$ cat config.mk
export PLATFORM = sky130hd
export DESIGN_NAME = dma_xfer_counter_flat
export DESIGN_NICKNAME = d
export VERILOG_FILES = /design/src/rtl/dma_xfer_counter_if.sv /design/src/rtl/dma_xfer_counter.sv /design/src/flat_wrapper.sv
export SDC_FILE = /design/constraint.sdc
export NUM_CORES = 1
export LEC_CHECK = 0
export ABC_AREA = 1
export BUFFER_PORTS_ARGS = -buffer_cell sky130_fd_sc_hd__buf_2
export CORE_MARGIN = 5
export CORE_UTILIZATION = 63
export DETAILED_ROUTE_END_ITERATION = 10
export PLACE_DENSITY = 0.95
export SYNTH_ARGS = -nofsm -noshare
export SYNTH_HDL_FRONTEND = slang
export SYNTH_SLANG_ARGS = --single-unit
$ cat constraint.sdc
create_clock -name clk -period 5 [get_ports clk]
set_input_delay 0.25 -clock clk [delete_from_list [all_inputs] [get_ports clk]]
set_output_delay 0.25 -clock clk [all_outputs]
set_load 0.05 [all_outputs]
$ cat src/rtl/dma_xfer_counter_if.sv
// rtl/dma_xfer_counter_if.sv - CPU byte-bus bundle for the DMA channel address/count registers
interface dma_xfer_counter_if;
    logic       wr;
    logic       rd;
    logic       sel;
    logic       clr_ff;
    logic [7:0] din;
    logic [7:0] dout;

    modport master (
        output wr, rd, sel, clr_ff, din,
        input  dout
    );

    modport slave (
        input  wr, rd, sel, clr_ff, din,
        output dout
    );
endinterface

$ cat src/rtl/dma_xfer_counter.sv
// rtl/dma_xfer_counter.sv - DMA channel base/current address and word-count registers with terminal count
module dma_xfer_counter #(
    parameter int AW = 16
) (
    input  logic                 clk,
    input  logic                 rst_n,
    dma_xfer_counter_if.slave    bus,
    input  logic                 xfer,
    input  logic                 addr_dec,
    input  logic                 autoinit,
    output logic [AW-1:0]        cur_addr,
    output logic [AW-1:0]        cur_cnt,
    output logic                 armed,
    output logic                 tc,
    output logic                 done
);

    localparam int NB = AW / 8;
    localparam int FW = (NB > 1) ? $clog2(NB) : 1;

    logic [AW-1:0] base_addr;
    logic [AW-1:0] base_cnt;
    logic [FW-1:0] ff;
    logic [FW-1:0] ff_next;
    logic          ms_byte;

    logic [AW-1:0] base_addr_w;
    logic [AW-1:0] base_cnt_w;
    logic [AW-1:0] cur_addr_w;
    logic [AW-1:0] cur_cnt_w;
    logic [AW-1:0] addr_step;
    logic [7:0]    dout_b;

    assign ms_byte   = (ff == FW'(NB - 1));
    assign ff_next   = ms_byte ? '0 : ff + 1'b1;
    assign addr_step = addr_dec ? cur_addr - AW'(1) : cur_addr + AW'(1);
    assign bus.dout  = dout_b;

    // Byte-lane merge: the lane picked by ff is replaced with din in both register copies.
    always_comb begin
        base_addr_w = base_addr;
        base_cnt_w  = base_cnt;
        cur_addr_w  = cur_addr;
        cur_cnt_w   = cur_cnt;
        dout_b      = '0;
        for (int i = 0; i < NB; i++) begin
            if (ff == FW'(i)) begin
                base_addr_w[i*8 +: 8] = bus.din;
                base_cnt_w[i*8 +: 8]  = bus.din;
                cur_addr_w[i*8 +: 8]  = bus.din;
                cur_cnt_w[i*8 +: 8]   = bus.din;
                dout_b = bus.sel ? cur_cnt[i*8 +: 8] : cur_addr[i*8 +: 8];
            end
        end
    end

    always_ff @(posedge clk or negedge rst_n) begin
        if (!rst_n) begin
            base_addr <= '0;
            base_cnt  <= '0;
            cur_addr  <= '0;
            cur_cnt   <= '0;
            ff        <= '0;
            armed     <= 1'b0;
            tc        <= 1'b0;
            done      <= 1'b0;
        end else begin
            tc <= 1'b0;

            if (bus.clr_ff) begin
                ff <= '0;
            end else if (bus.wr || bus.rd) begin
                ff <= ff_next;
            end

            // A CPU write swallows any transfer strobe in the same cycle.
            if (bus.wr) begin
                if (bus.sel) begin
                    base_cnt <= base_cnt_w;
                    cur_cnt  <= cur_cnt_w;
                    if (ms_byte) begin
                        armed <= 1'b1;
                        done  <= 1'b0;
                    end
                end else begin
                    base_addr <= base_addr_w;
                    cur_addr  <= cur_addr_w;
                end
            end else if (xfer && armed) begin
                if (cur_cnt != '0) begin
                    cur_cnt  <= cur_cnt - AW'(1);
                    cur_addr <= addr_step;
                end else begin
                    tc <= 1'b1;
                    if (autoinit) begin
                        cur_addr <= base_addr;
                        cur_cnt  <= base_cnt;
                    end else begin
                        cur_cnt  <= '1;
                        cur_addr <= addr_step;
                        armed    <= 1'b0;
                        done     <= 1'b1;
                    end
                end
            end
        end
    end

endmodule

$ cat src/flat_wrapper.sv
// flat-port wrapper written by rule: the top's interface ports become plain ports
module dma_xfer_counter_flat 
#(
    parameter int AW = 16
)
  (clk, rst_n, xfer, addr_dec, autoinit, cur_addr, cur_cnt, armed, tc, done, bus_wr, bus_rd, bus_sel, bus_clr_ff, bus_din, bus_dout);
  dma_xfer_counter_if bus_i ();
  input  logic clk;
  input  logic rst_n;
  input  logic xfer;
  input  logic addr_dec;
  input  logic autoinit;
  output logic [AW-1:0] cur_addr;
  output logic [AW-1:0] cur_cnt;
  output logic armed;
  output logic tc;
  output logic done;
  input wire logic [$bits(bus_i.wr)-1:0] bus_wr;
  input wire logic [$bits(bus_i.rd)-1:0] bus_rd;
  input wire logic [$bits(bus_i.sel)-1:0] bus_sel;
  input wire logic [$bits(bus_i.clr_ff)-1:0] bus_clr_ff;
  input wire logic [$bits(bus_i.din)-1:0] bus_din;
  output wire logic [$bits(bus_i.dout)-1:0] bus_dout;
  assign bus_i.wr = bus_wr;
  assign bus_i.rd = bus_rd;
  assign bus_i.sel = bus_sel;
  assign bus_i.clr_ff = bus_clr_ff;
  assign bus_i.din = bus_din;
  assign bus_dout = bus_i.dout;
  dma_xfer_counter #(.AW(AW)) u_core (.clk(clk), .rst_n(rst_n), .bus(bus_i), .xfer(xfer), .addr_dec(addr_dec), .autoinit(autoinit), .cur_addr(cur_addr), .cur_cnt(cur_cnt), .armed(armed), .tc(tc), .done(done));
endmodule
; ---- Word-level counts from Yosys, hierarchy flattened
; Index checks and enable logic that the tools add are counted.
[op_classes]
eq_ne = 6
reduce_logical = 14
bitwise_logic = 2
mux = 34
addsub = 4
[op_table]
columns = operator, n
row1 = two-way mux 16 bit, 11
row2 = two-way mux 8 bit, 5
row3 = subtractor 16 x 1 -> 16 bit (second input constant), 2
row4 = AND reduction 3 bit, 8
row5 = two-way mux 1 bit, 18
row6 = adder 16 x 1 -> 16 bit (second input constant), 1
row7 = nonzero test 16 bit, 1
row8 = inequality test 2 x 1 -> 1 bit (second input constant), 3
row9 = inequality test 2 bit (second input constant), 3
row10 = AND reduction 5 bit, 1
row11 = nonzero test 2 bit, 2
row12 = inverter 1 bit, 2
row13 = adder 1 bit (second input constant), 1
row14 = logical AND 1 bit, 1
row15 = logical OR 1 bit, 1
[word_totals]
regBits = 68
input_bits = 17
output_inout_bits = 43

; ---- Logic depth before layout (Yosys ltp)
[logic_depth]
ltp_word = 6
mapped_depth = 11
mapped_depth_nobuf = 11

; ---- Least setup slack after synthesis
; OpenSTA, ideal clock, no wires.
[synth_timing]
path_kind = reg2reg
from = register u_core.cur_addr[3]
to = register u_core.cur_addr[12]
path_stages_with_launch = 10
n_path_buf = 0
slack_ns = 3.055
required_time_ns = 4.879
period_less_slack_ns = 1.945
arrival_ns = 1.823
path_cell_list = dfrtp_1 -> ha_1 -> or2_2 -> and2_1 -> nand3_1 -> nand3_1 -> nand2_1 -> nand3_1 -> nand2_1 -> a21oi_1
[synth_between]
elab_chain_len = 6
word_cells_on_any_way = 7
classes_between = add/sub: 2 / mux: 5
[synth_lines]
columns = item, line_no
row1 = from (decl), dma_xfer_counter.sv:11  ; output logic [AW-1:0] cur_addr,
row2 = from (signal assigned), dma_xfer_counter.sv:87  ; cur_addr <= cur_addr_w;
row3 = from (signal assigned), dma_xfer_counter.sv:92  ; cur_addr <= addr_step;
row4 = from (signal assigned), dma_xfer_counter.sv:96  ; cur_addr <= base_addr;
row5 = adder 16 x 1 -> 16 bit / subtractor 16 x 1 -> 16 bit (equally long branches), dma_xfer_counter.sv:36  ; assign addr_step = addr_dec ? cur_addr - AW'(1) : cur_addr + AW'(1);
row6 = two-way mux 16 bit (*), dma_xfer_counter.sv:36
row7 = two-way mux 16 bit, dma_xfer_counter.sv:95  ; if (autoinit) begin
row8 = two-way mux 16 bit (*), dma_xfer_counter.sv:90  ; if (cur_cnt != '0) begin
row9 = two-way mux 16 bit (*), dma_xfer_counter.sv:89  ; end else if (xfer && armed) begin
row10 = two-way mux 16 bit (*), dma_xfer_counter.sv:77  ; if (bus.wr) begin
; Mark *: on every way between the ends. The rest lies on a longest branch, timed or not. The select of a mux whose other input is x is not followed.
; A chain may end at the register's enable or synchronous reset.

; ---- Worst setup path after layout
[layout_timing]
from = register u_core.cur_cnt[0]
to = register u_core.cur_cnt[9]
[layout_between]
elab_chain_len = 4
word_cells_on_any_way = 5
classes_between = add/sub: 1 / mux: 3 / reduce/logical: 1
[layout_lines]
columns = item, line_no
row1 = from (decl), dma_xfer_counter.sv:12  ; output logic [AW-1:0] cur_cnt,
row2 = from (signal assigned), dma_xfer_counter.sv:80  ; cur_cnt <= cur_cnt_w;
row3 = from (signal assigned), dma_xfer_counter.sv:91  ; cur_cnt <= cur_cnt - AW'(1);
row4 = from (signal assigned), dma_xfer_counter.sv:97  ; cur_cnt <= base_cnt;
row5 = subtractor 16 x 1 -> 16 bit / nonzero test 16 bit (equally long branches), "dma_xfer_counter.sv:91, dma_xfer_counter.sv:90"
row6 = two-way mux 16 bit (*), dma_xfer_counter.sv:90
row7 = two-way mux 16 bit (*), dma_xfer_counter.sv:89
row8 = two-way mux 16 bit (*), dma_xfer_counter.sv:77
; Marks and branches as above.

==> impl_metrics.tcl <==
set metrics [dict create \
    outcome "completed" \
    routabilityCongestion 1.02 \
    rows 31 \
    synth_area_leaders "dfrtp_1 36%, nand2_1 13%, nor2_1 7.9%" \
    finalCriticalPeriod_ns 2.32 \
    clock_tree.buffer_depth 2 \
    grt_first_pass_wirelength_mm 22.8 \
    final_nets 771 \
    detailroute.via_count 4927 \
    worst_skew_pair.late_latency_ns 0.36 \
    fmaxAchievable_ghz 0.432 \
    capturing_element_type_of_the_critical_path "flip-flop" \
    timing.final.setup_violations 0 \
    dr.max_layer_used "met4" \
    ctsHoldBuffers 0 \
    syn-instance-count 681 \
    routed_wire_length_per_instance_um 16.7 \
    post-synth-top-area-fraction 0.360 \
    core-area_um2 7290 \
    detailroute.wirelength.met2_mm 6.21 \
    groute.usage.overall 0.299 \
    cts_root_buf "clkbuf_8" \
    cap_violations 0 \
    stdcell_count 840 \
    hold_path.class "input port to flip-flop" \
    seq_area_frac_synth 0.360 \
    setup_repair_after_global_routing_missed_its_margin "no" \
    cts.repair.resized 0 \
    final_setup_tns_ns 0 \
    power.density_nw_per_um2 595 \
    worst_slew_margin_rel 0.422 \
    cts_inserted_buffers 9 \
    avgViaCountPerCell 5.87 \
    syn_nets 715 \
    routed_wirelength_mm 14.0 \
    critPathMaxFanout 32 \
    ys_dominant_reg_cell "dfrtp_1" \
    layout_cells_sized_above_1 0.161 \
    synth_largest_area_cell "dfrtp_1" \
    synth.distinct_cells 39 \
    initial_core_utilization 0.649 \
    clock_sinks 68 \
    place.detailed.instances 825 \
    worst_clock_skew_ns 0.00790 \
    startpoint_type "flip-flop" \
    drt-initial-drc-count 614 \
    pin_count_of_the_biggest_net_entering_global_routing 69 \
    ir_drop_v 0.000304 \
    met3_length_mm 1.85 \
    synth-warning-count 0 \
    gr-total-overflow 0 \
    cts_tree "built" \
    synthArstFlopShare 1.00 \
    insertedDiodeCount 0 \
    grt_pass1_vias 4562 \
    period_share 0.463 \
    dieArea_um2 9340 \
    postSynthRegisterBits 68 \
    portBuffers 59 \
    dr.pass1.iters 6 \
    slew_violations 0 \
    remaining_drc_errors 0 \
    totalPowerFinal_mw 3.13 \
    mappedNetlistArea_um2 4730 \
    worst-slew-pin-transition_ns 0.866 \
    ant_nets 0 \
    area_growth_pct 11.1 \
    avgSynthCellArea_um2 6.94 \
    ctsHtreeMaxLevel 3 \
    io_pins 60 \
    die_h_um 96.6 \
    cp_data_required_time_ns 5.25 \
    leakagePower_nw 2.79 \
    path_clk_slew_ns 0.08 \
    synth_enable_flop_cells 0 \
    antenna_found_initial 0 \
    met1_length_mm 5.49 \
    crit_type "flip-flop to flip-flop" \
    hpwl_mm 10.8 \
    hold_slack_ns 0.0481 \
    critical_path_arrival_ns 2.56 \
    fp.dieW_um 96.6 \
    postCtsSetupBuffers 0 \
    hold_viol_final 0 \
]
-- synth_stat cells, types with 3 or more instances --
| cell | count |
|---|---|
| nor2_4 | 9 |
| o21ai_0 | 28 |
| xnor2_1 | 6 |
| nor3_1 | 6 |
| nor2_1 | 99 |
| xor2_1 | 3 |
| clkbuf_1 | 4 |
| or2_2 | 3 |
| a22oi_1 | 9 |
| buf_4 | 4 |
| a21oi_1 | 45 |
| nand4_1 | 7 |
| inv_1 | 85 |
| o22ai_1 | 7 |
| o211ai_1 | 12 |
| buf_2 | 3 |
| a21oi_2 | 6 |
| dfrtp_1 | 68 |
| ha_1 | 16 |
| a31oi_1 | 3 |
| nand3_1 | 38 |
| nand2_1 | 163 |
| o21ai_1 | 21 |
| nor2_2 | 7 |
| inv_2 | 10 |
-- layer usage --
metal,up-vias,global-route usage
li1,2318,-
met1,2238,0.403
met2,314,0.464
met3,57,0.0835
met4,0,0.102
met5,-,0
-- power breakdown --
| part | leakage (nW) | internal, mW | switching (mW) |
|---|---|---|---|
| logic | 1.90 | 0.500 | 1.23 |
| clock network | 0.0873 | 0.227 | 0.225 |
| registers | 0.802 | 0.715 | 0.233 |
| total | 2.79 | 1.44 | 1.69 |
-- cell families after synthesis --
family | count (synthesis) | synth area share
AOI/OAI and AO/OA | 132 | 0.159
xor gates and xnor gates | 9 | 0.0167
adders and majority gates | 17 | 0.0466
buffers and inverters | 113 | 0.0981
DFF | 68 | 0.360
and+or+nand+nor | 342 | 0.320
-- cells in the final DEF, fill, tap and decap left out, types with 3 or more instances in the layout --
master / n
a21oi_1: 45
a21oi_2: 6
a22oi_1: 9
a31oi_1: 3
buf_2: 59
clkbuf_8: 9
clkinvlp_4: 3
dfrtp_1: 68
ha_1: 16
inv_1: 85
inv_2: 10
nand2_1: 163
nand3_1: 38
nand4_1: 7
nor2_1: 99
nor2_2: 7
nor2_4: 9
nor3_1: 6
o211ai_1: 12
o21ai_0: 28
o21ai_1: 21
o22ai_1: 7
or2_2: 3
xnor2_1: 6
xor2_1: 3
-- state kept, by name (all words and copies together) (netlist names) --
| signal | count |
|---|---|
| u_core.tc | 1 |
| u_core.done | 1 |
| u_core.armed | 1 |
| u_core.cur_addr | 16 |
| u_core.base_cnt | 16 |
| u_core.cur_cnt | 16 |
| u_core.base_addr | 16 |
| u_core.ff | 1 |
-- worst max-delay path, stage by stage (launching register included) --
cell	delay, ns
dfrtp_1	0.43
inv_1	0.13
ha_1	0.19
nand3_1	0.09
nor3_2	0.17
nand3_2	0.54
or2_2	0.51
nand3_1	0.07
a21oi_1	0.07
-- metrics by stage --
stage | instance area, um^2 | util | worst slack [ns]
after floorplan | 4730 | - | 3.06
after global placement | 5070 | 0.695 | 2.79
after detailed placement | 5070 | 0.695 | 2.74
after CTS | 5260 | 0.721 | 2.74
after global routing | 5260 | 0.721 | 2.46
final | 5260 | 0.721 | 2.68
-- final cells by class --
| type | instances | area [um^2] |
|---|---|---|
| inverters | 98 | 374 |
| multi-input cells | 500 | 2560 |
| well taps | 99 | 124 |
| flip-flops and latches | 68 | 1700 |
| repair buffers | 60 | 303 |
| clock buffers | 9 | 124 |
| clock inverters | 6 | 66.3 |
| fillers | 613 | 2040 |
-- worst paths after layout --
kind / startpoint / end / slack, ns / depth (start not counted)
worst min-delay path: bus_clr_ff / u_core.ff / 0.05 / 2
worst min register to register: u_core.done / u_core.done / 0.49 / 2
worst max-delay path: u_core.cur_cnt[0] / u_core.cur_cnt[9] / 2.68 / 8
min in group asynchronous: rst_n / u_core.cur_cnt[11] / 0.07 / 2
max in group asynchronous: rst_n / u_core.base_addr[1] / 4.35 / 2
worst max register to register: u_core.cur_cnt[0] / u_core.cur_cnt[9] / 2.68 / 8
Note: power is estimated with default switching activity, not from simulation.
